[src/rtl/fir_coeff_loader_if.sv]
// Byte-stream input and coefficient write port of fir_coeff_loader.
// master: the byte source / filter side; slave: the loader itself.
interface fir_coeff_loader_if #(
  parameter int COEFF_SIZE = 16,
  parameter int AW         = 7
);
  logic                  s_valid;
  logic [7:0]            s_data;
  logic                  s_ready;
  logic                  c_WE;
  logic [COEFF_SIZE-1:0] c_in;
  logic [AW-1:0]         c_addr;
  logic                  busy;
  logic                  done;
  logic                  err;

  modport master (
    output s_valid, s_data,
    input  s_ready, c_WE, c_in, c_addr, busy, done, err
  );

  modport slave (
    input  s_valid, s_data,
    output s_ready, c_WE, c_in, c_addr, busy, done, err
  );
endinterface

[src/rtl/fir_coeff_loader.sv]
// FIR coefficient loader: parses A5 / K / 2(K+1) payload bytes and writes
// K+1 16-bit coefficients into the filter, holding c_WE high for the whole
// load so the filter stays stalled.
// Optional trailing XOR checksum byte: define FIR_COEFF_CHECKSUM_EN.
//
// state | meaning
// IDLE  | wait for header 0xA5, other bytes dropped
// CNT   | receive K, range-check K+1 against NC
// MSB   | receive high byte of current word
// LSB   | receive low byte, present word on c_in/c_addr
// CHK   | receive checksum byte (FIR_COEFF_CHECKSUM_EN only)
// FIN   | one-cycle end of frame, s_ready low
module fir_coeff_loader #(
  parameter int ORD        = 256,
  parameter int COEFF_SIZE = 16,
  parameter int AW         = $clog2((ORD + 1) >> 1)
) (
  input logic              clk,
  input logic              nrst,
  fir_coeff_loader_if.slave bus
);
  localparam int         NC  = (ORD + 1) >> 1;
  localparam logic [7:0] HDR = 8'hA5;

  typedef enum logic [2:0] {
    IDLE = 3'd0,
    CNT  = 3'd1,
    MSB  = 3'd2,
    LSB  = 3'd3,
`ifdef FIR_COEFF_CHECKSUM_EN
    CHK  = 3'd4,
`endif
    FIN  = 3'd5
  } state_t;

  state_t                state;
  logic [7:0]            hi_byte;
  logic [AW-1:0]         idx;
  logic [AW-1:0]         last_idx;
  logic                  s_ready_r;
  logic                  we_r;
  logic [COEFF_SIZE-1:0] c_in_r;
  logic [AW-1:0]         addr_r;
  logic                  busy_r;
  logic                  done_r;
  logic                  err_r;
  logic                  acc;
`ifdef FIR_COEFF_CHECKSUM_EN
  logic [7:0]            chk_acc;
`endif

  assign acc = bus.s_valid && s_ready_r;

  // Frame parser with registered handshake, write-port and status outputs
  always_ff @(posedge clk) begin
    if (!nrst) begin
      state     <= IDLE;
      hi_byte   <= '0;
      idx       <= '0;
      last_idx  <= '0;
      s_ready_r <= 1'b0;
      we_r      <= 1'b0;
      c_in_r    <= '0;
      addr_r    <= '0;
      busy_r    <= 1'b0;
      done_r    <= 1'b0;
      err_r     <= 1'b0;
`ifdef FIR_COEFF_CHECKSUM_EN
      chk_acc   <= '0;
`endif
    end else begin
      done_r <= 1'b0;
      case (state)
        IDLE: begin
          s_ready_r <= 1'b1;
          busy_r    <= 1'b0;
          if (acc && bus.s_data == HDR) begin
            state  <= CNT;
            err_r  <= 1'b0;
            busy_r <= 1'b1;
          end
        end
        CNT: begin
          if (acc) begin
            if (int'(bus.s_data) >= NC) begin
              // More words than the filter holds: reject before any write
              err_r  <= 1'b1;
              busy_r <= 1'b0;
              state  <= IDLE;
            end else begin
              last_idx <= AW'(bus.s_data);
              idx      <= '0;
              state    <= MSB;
`ifdef FIR_COEFF_CHECKSUM_EN
              chk_acc  <= bus.s_data;
`endif
            end
          end
        end
        MSB: begin
          if (acc) begin
            hi_byte <= bus.s_data;
            state   <= LSB;
`ifdef FIR_COEFF_CHECKSUM_EN
            chk_acc <= chk_acc ^ bus.s_data;
`endif
          end
        end
        LSB: begin
          if (acc) begin
            we_r    <= 1'b1;
            c_in_r  <= COEFF_SIZE'({hi_byte, bus.s_data});
            addr_r  <= idx;
`ifdef FIR_COEFF_CHECKSUM_EN
            chk_acc <= chk_acc ^ bus.s_data;
`endif
            if (idx != last_idx) begin
              idx   <= idx + AW'(1);
              state <= MSB;
            end else begin
`ifdef FIR_COEFF_CHECKSUM_EN
              state     <= CHK;
`else
              state     <= FIN;
              s_ready_r <= 1'b0;
              done_r    <= 1'b1;
`endif
            end
          end
        end
`ifdef FIR_COEFF_CHECKSUM_EN
        CHK: begin
          if (acc) begin
            state     <= FIN;
            s_ready_r <= 1'b0;
            if (chk_acc == bus.s_data) done_r <= 1'b1;
            else                       err_r  <= 1'b1;
          end
        end
`endif
        FIN: begin
          // Last word is still presented this cycle; release the filter on exit
          state     <= IDLE;
          we_r      <= 1'b0;
          s_ready_r <= 1'b1;
          busy_r    <= 1'b0;
        end
        default: begin
          state <= IDLE;
        end
      endcase
    end
  end

  assign bus.s_ready = s_ready_r;
  assign bus.c_WE    = we_r;
  assign bus.c_in    = c_in_r;
  assign bus.c_addr  = addr_r;
  assign bus.busy    = busy_r;
  assign bus.done    = done_r;
  assign bus.err     = err_r;
endmodule
[src/flat_wrapper.sv]
// flat-port wrapper written by rule: the top's interface ports become plain ports
module fir_coeff_loader_flat 
#(
  parameter int ORD        = 256,
  parameter int COEFF_SIZE = 16,
  parameter int AW         = $clog2((ORD + 1) >> 1)
)
  (clk, nrst, bus_s_valid, bus_s_data, bus_s_ready, bus_c_WE, bus_c_in, bus_c_addr, bus_busy, bus_done, bus_err);
  fir_coeff_loader_if #(.COEFF_SIZE(COEFF_SIZE), .AW(AW)) bus_i ();
  input logic clk;
  input logic nrst;
  input wire logic [$bits(bus_i.s_valid)-1:0] bus_s_valid;
  input wire logic [$bits(bus_i.s_data)-1:0] bus_s_data;
  output wire logic [$bits(bus_i.s_ready)-1:0] bus_s_ready;
  output wire logic [$bits(bus_i.c_WE)-1:0] bus_c_WE;
  output wire logic [$bits(bus_i.c_in)-1:0] bus_c_in;
  output wire logic [$bits(bus_i.c_addr)-1:0] bus_c_addr;
  output wire logic [$bits(bus_i.busy)-1:0] bus_busy;
  output wire logic [$bits(bus_i.done)-1:0] bus_done;
  output wire logic [$bits(bus_i.err)-1:0] bus_err;
  assign bus_i.s_valid = bus_s_valid;
  assign bus_i.s_data = bus_s_data;
  assign bus_s_ready = bus_i.s_ready;
  assign bus_c_WE = bus_i.c_WE;
  assign bus_c_in = bus_i.c_in;
  assign bus_c_addr = bus_i.c_addr;
  assign bus_busy = bus_i.busy;
  assign bus_done = bus_i.done;
  assign bus_err = bus_i.err;
  fir_coeff_loader #(.ORD(ORD), .COEFF_SIZE(COEFF_SIZE), .AW(AW)) u_core (.clk(clk), .nrst(nrst), .bus(bus_i));
endmodule
[config.mk]
export PLATFORM = sky130hd
export DESIGN_NAME = fir_coeff_loader_flat
export DESIGN_NICKNAME = d
export VERILOG_FILES = /design/src/rtl/fir_coeff_loader_if.sv /design/src/rtl/fir_coeff_loader.sv /design/src/flat_wrapper.sv
export SDC_FILE = /design/constraint.sdc
export NUM_CORES = 1
export LEC_CHECK = 0
export BUFFER_PORTS_ARGS = -buffer_cell sky130_fd_sc_hd__buf_2
export CORE_ASPECT_RATIO = 2
export CORE_MARGIN = 4
export CORE_UTILIZATION = 30
export CTS_CLUSTER_DIAMETER = 120
export DETAILED_ROUTE_END_ITERATION = 7
export GPL_ROUTABILITY_DRIVEN = 0
export GPL_TIMING_DRIVEN = 1
export PLACE_DENSITY = 0.52
export SLEW_MARGIN = 25
export SYNTH_ARGS = -nofsm -noshare
export SYNTH_HDL_FRONTEND = slang
export SYNTH_SLANG_ARGS = --single-unit
[constraint.sdc]
create_clock -name clk -period 2.25 [get_ports clk]
set_clock_uncertainty 0.05 [all_clocks]
set_input_delay 0.45 -clock clk [delete_from_list [all_inputs] [get_ports clk]]
set_output_delay 0.45 -clock clk [all_outputs]
set_load 0.01 [all_outputs]
# After elaboration in Yosys (flattened, before gate mapping)
# Index checks and enable logic that the tools add are counted.
# totals
ff_bits	53
input_bits	11
word_cells	73
# classes
add_sub_neg	1
magnitude_cmp	1
n_eq_ne	14
muxes	26
n_bitwise	1
n_reduce_logical	19
# ops
operator	n
two-way mux 7 bit	4
two-way mux 3 bit	5
case mux 7 bit (2 select lines)	1
inequality test 2 x 1 -> 1 bit, second input constant	6
case mux 3 bit (4 select lines)	1
AND reduction 3 bit	4
two-way mux 1 bit	10
== test 8 bit, second input constant	1
>= comparator 8 bit, second input constant	1
AND reduction 4 bit	2
nonzero test 2 bit	4
adder 7 x 1 -> 7 bit, second input constant	1
inequality test 7 bit	1
== test 3 x 2 -> 1 bit, second input constant	2
case mux 1 bit (2 select lines)	3
AND reduction 2 bit	3
AND reduction 5 bit	1
inequality test 2 bit, second input constant	2
== test 3 x 1 -> 1 bit, second input constant	1
== test 3 bit, second input constant	1
logical NOT 3 bit	1
case mux 1 bit (3 select lines)	1
nonzero test 3 bit	1
logical AND 1 bit	2
3 further kinds	3

# Longest topological paths before layout
# depth
ltp_word	4
ltp_mapped	8
ltp_nobuf	5

# Least setup slack after synthesis
# Ideal clock, no wire load.
# synth_path
path_kind	input -> register
from	input bus_s_data[1]
to	register u_core.err_r (netlist: u_core.bus.err)
setup_time_ns	0.115
arrival_time_ns	1.638
slack_ns	0.447
path_stages	5
path_buffers	0
path_cell_list	or3b_1 -> nor4_2 -> or4b_1 -> a21oi_1 -> nor2b_1
# synth_via
elab_chain_len	4
elab_cells_between_ends	6
# synth_lines
element	line_no	rtl
start, declared	flat_wrapper.sv:13	input wire logic [$bits(bus_i.s_data)-1:0] bus_s_data;
branches (longest 3 deep; another with >= comparator 8 bit)	-	
AND reduction 4 bit (no source line) *	-	
end signal, assigned	fir_coeff_loader.sv:67	err_r <= 1'b0;
end signal, assigned	fir_coeff_loader.sv:79	err_r <= 1'b0;
end signal, assigned	fir_coeff_loader.sv:87	err_r <= 1'b1;
end, declared	fir_coeff_loader.sv:46	logic err_r;
# Every way passes the cells marked *.
# A chain may end at the register's enable or synchronous reset.

# Worst setup path after layout
# layout_path
from	register u_core.state[2]
to	register u_core.state[1]
# layout_via
elab_chain_len	3
elab_cells_between_ends	10
# layout_lines
element	line_no	rtl
start, declared	fir_coeff_loader.sv:36	state_t state;
start signal, assigned	fir_coeff_loader.sv:57	state <= IDLE;
start signal, assigned	fir_coeff_loader.sv:78	state <= CNT;
start signal, assigned	fir_coeff_loader.sv:89	state <= IDLE;
== test 3 x 2 -> 1 bit (tied with other cells)	fir_coeff_loader.sv:73	case (state)
inequality test 2 x 1 -> 1 bit (no source line)	-	
AND reduction 4 bit (no source line)	-	
# Several ways; a longest one is shown, not always the timed one.

==> results.tsv <==
metric	value	unit
wl_per_cell	14.4	um
cts_resized	0	
first_global_vias	1765	
first_pass_iters	4	
power.density	649	nW/um^2
grt_pass1_wl	9090	um
cts_sinks	53	
synth.mux.area_fraction	7.28	%
hold_viol	0	
fin_crit_sh	81.5	%
initial_core_util	30.8	%
finalSetupTns	0	ns
cp-end-kind	register	
slew-limit-headroom	71.4	%
hold_path_class	in2reg	
drive_above_1_share	20.5	%
worst-setup-path-type	reg2reg	
rsz0062_at_grt	no	
synth.area.top_cells	dfxtp_1 45%, nand2_1 9.0%, a21boi_0 7.7%, mux2i_1 7.3%, nor2b_1 5.1%	
grt-ovfl-total	0	
drv_cap	0	
cts_tree	built	
antenna_found_initial	0	
fin_crit	1.83	ns
clock.fmax	545	MHz
numCtsBuffers	5	
crit_fanout	9	
antenna_cells	0	
vias_per_cell	4.74	
place_area	2630	um^2
critPathLaunchType	register	
grt_max_degree	29	
boundaryPins	39	
ys_top_cells_by_count	56 x nand2_1, 53 x dfxtp_1, 24 x a21boi_0	
synth_area	2340	um^2
ys_seq_area_share	45.4	%
path_clk_slew	0.07	ns
synth_most_common_cell	nand2_1	
worstPathRequired	2.44	ns
worst_pin_slew	0.429	ns
synthSimpleGateAreaFrac	25.2	%
yosysUniqueCellTypes	39	
outcome	complete, no violations	
die_h	133	um
ctsHoldBuffers	0	
core	7600	um^2
route.vias.total	1855	
ys_async_sr_fraction	0	%
synth_edf_count	0	
synth_cells	258	
totalWireLength	5620	um
max-vdd-ir-drop	0.268	mV
synthXorXnorAreaFrac	2.62	%
stdcell_area	2780	um^2
synth_compound_area_share	14.8	%
yosys.area.top_type	dfxtp_1	
rrSetupSlack	0.42	ns
clk_latency	0.29	ns
slew_viol_final	0	
drt_iter0_drc	119	
dieArea	9360	um^2
avgSynthCellArea	9.06	um^2
fillerInstances	812	
synth_top_flop_cell	dfxtp_1	
grt_util_all_layers	12.5	%
dp_hpwl	4170	um
cts.htree.levels	2	
finalSetupViolCount	0	
die_w	70.4	um
nets	308	
portBuffers	38	
clk_path_buf_depth	2	
drc	0	
cts_setup_buffers	0	
synth_fa_ha_area_share	0.535	%
ys_seq_elements	53	
rows	45	
synth_nets	270	
synth_top_family_by_area	simple AND/OR/NAND/NOR gates	
synth_top_area_share	45.4	%
yosysWarnings	0	
ant_nets	0	
syn2layout_area_growth	18.7	%
cp_data_arrival_time	2.03	ns
clockRootBuffer	clkbuf_16	
power_leakage	0.00115	uW
[critical path: stages, from the launching register on]
cell and delay (ns):
dfxtp_1 0.39, nor2b_1 0.38, nand3_1 0.22, nor2_4 0.37, nand4b_1 0.16, and4bb_2 0.21
[layout make-up]
class                           instances  area, um^2  area share (%)
Timing Repair Buffer                   48         265            9.56
Tap cell                               94         118            4.24
Clock buffer                            5         125            4.51
Clock inverter                          3        22.5           0.812
Sequential cell                        53        1060            38.2
Multi-Input combinational cell        187        1180            42.5
Inverter                                1        3.75           0.135
[worst paths after layout]
kind                                    startpoint                               end  depth (start not counted)
setup / recovery      u_core.state[2]$_SDFFE_PN0P_      u_core.state[1]$_SDFFE_PN0P_                          5
hold reg to reg   u_core.bus.c_in[12]$_SDFFE_PN0P_  u_core.bus.c_in[12]$_SDFFE_PN0P_                          2
setup reg to reg      u_core.state[2]$_SDFFE_PN0P_      u_core.state[1]$_SDFFE_PN0P_                          5
hold / removal                       bus_s_data[3]   u_core.bus.c_in[3]$_SDFFE_PN0P_                          3
[registers in the layout, summed over array words and instances, names as in the netlist]
signal	cells
u_core.bus.c_in	16
u_core.hi_byte	8
u_core.bus.c_addr	7
u_core.idx	7
u_core.last_idx	7
u_core.state	3
u_core.bus.busy	1
u_core.bus.c_WE	1
u_core.bus.done	1
u_core.bus.err	1
u_core.bus.s_ready	1
[logic make-up (layout without fill, tap and decap cells)]
kind of cell / after synthesis / count (layout)
and+or+nand+nor: 113 / 113
DFF: 53 / 53
AOI/OAI and AO/OA: 49 / 49
buffers and inverters: 18 / 57
muxes: 17 / 17
xor gates and xnor gates: 7 / 7
adders and majority gates: 1 / 1
[through the flow]
step / worst slack [ns] / power [uW] / hold WS [ns] / std cells / utilization [%]
floorplan: 0.447 / 1020 / 0.391 / 258 / -
finish: 0.415 / 1800 / 0.387 / 391 / 36.5
CTS: 0.419 / 1840 / 0.382 / 391 / 36.5
global route: 0.272 / 1880 / 0.405 / 391 / 36.5
detailed placement: 0.204 / 1060 / 0.404 / 383 / 34.6
global placement: 0.243 / 1060 / 0.398 / 383 / 34.6
[cell usage in the layout (no fill, tap or decap), types with 3 or more instances in the layout]
cell type   instances
nand2_1            56
nor3b_1             3
clkbuf_16           5
and2_1              4
a21oi_1             6
xor2_1              7
nand3_1             7
and3_1              4
mux2i_1            17
buf_4              10
a21boi_0           24
clkinvlp_4          3
buf_2              38
o21ai_0             5
nor2b_1            19
nor2_1              7
dfxtp_1            53
[where the power goes]
part	switching, uW	leakage [uW]	internal [uW]
Clock	356	0.0000621	412
Sequential	4.02	0.000427	942
Combinational	49.8	0.000660	37.0
[routing by layer]
metal  share of wire (%)  track usage (%)  vias to the layer above
met2                  55             22.7                       27
met5                   0                0                        -
met3                 3.3             2.66                        5
met4                 2.0             6.08                        0
met1                  39             13.2                      872
li1                    -                -                      951
Note: power is estimated with default switching activity, not from simulation.
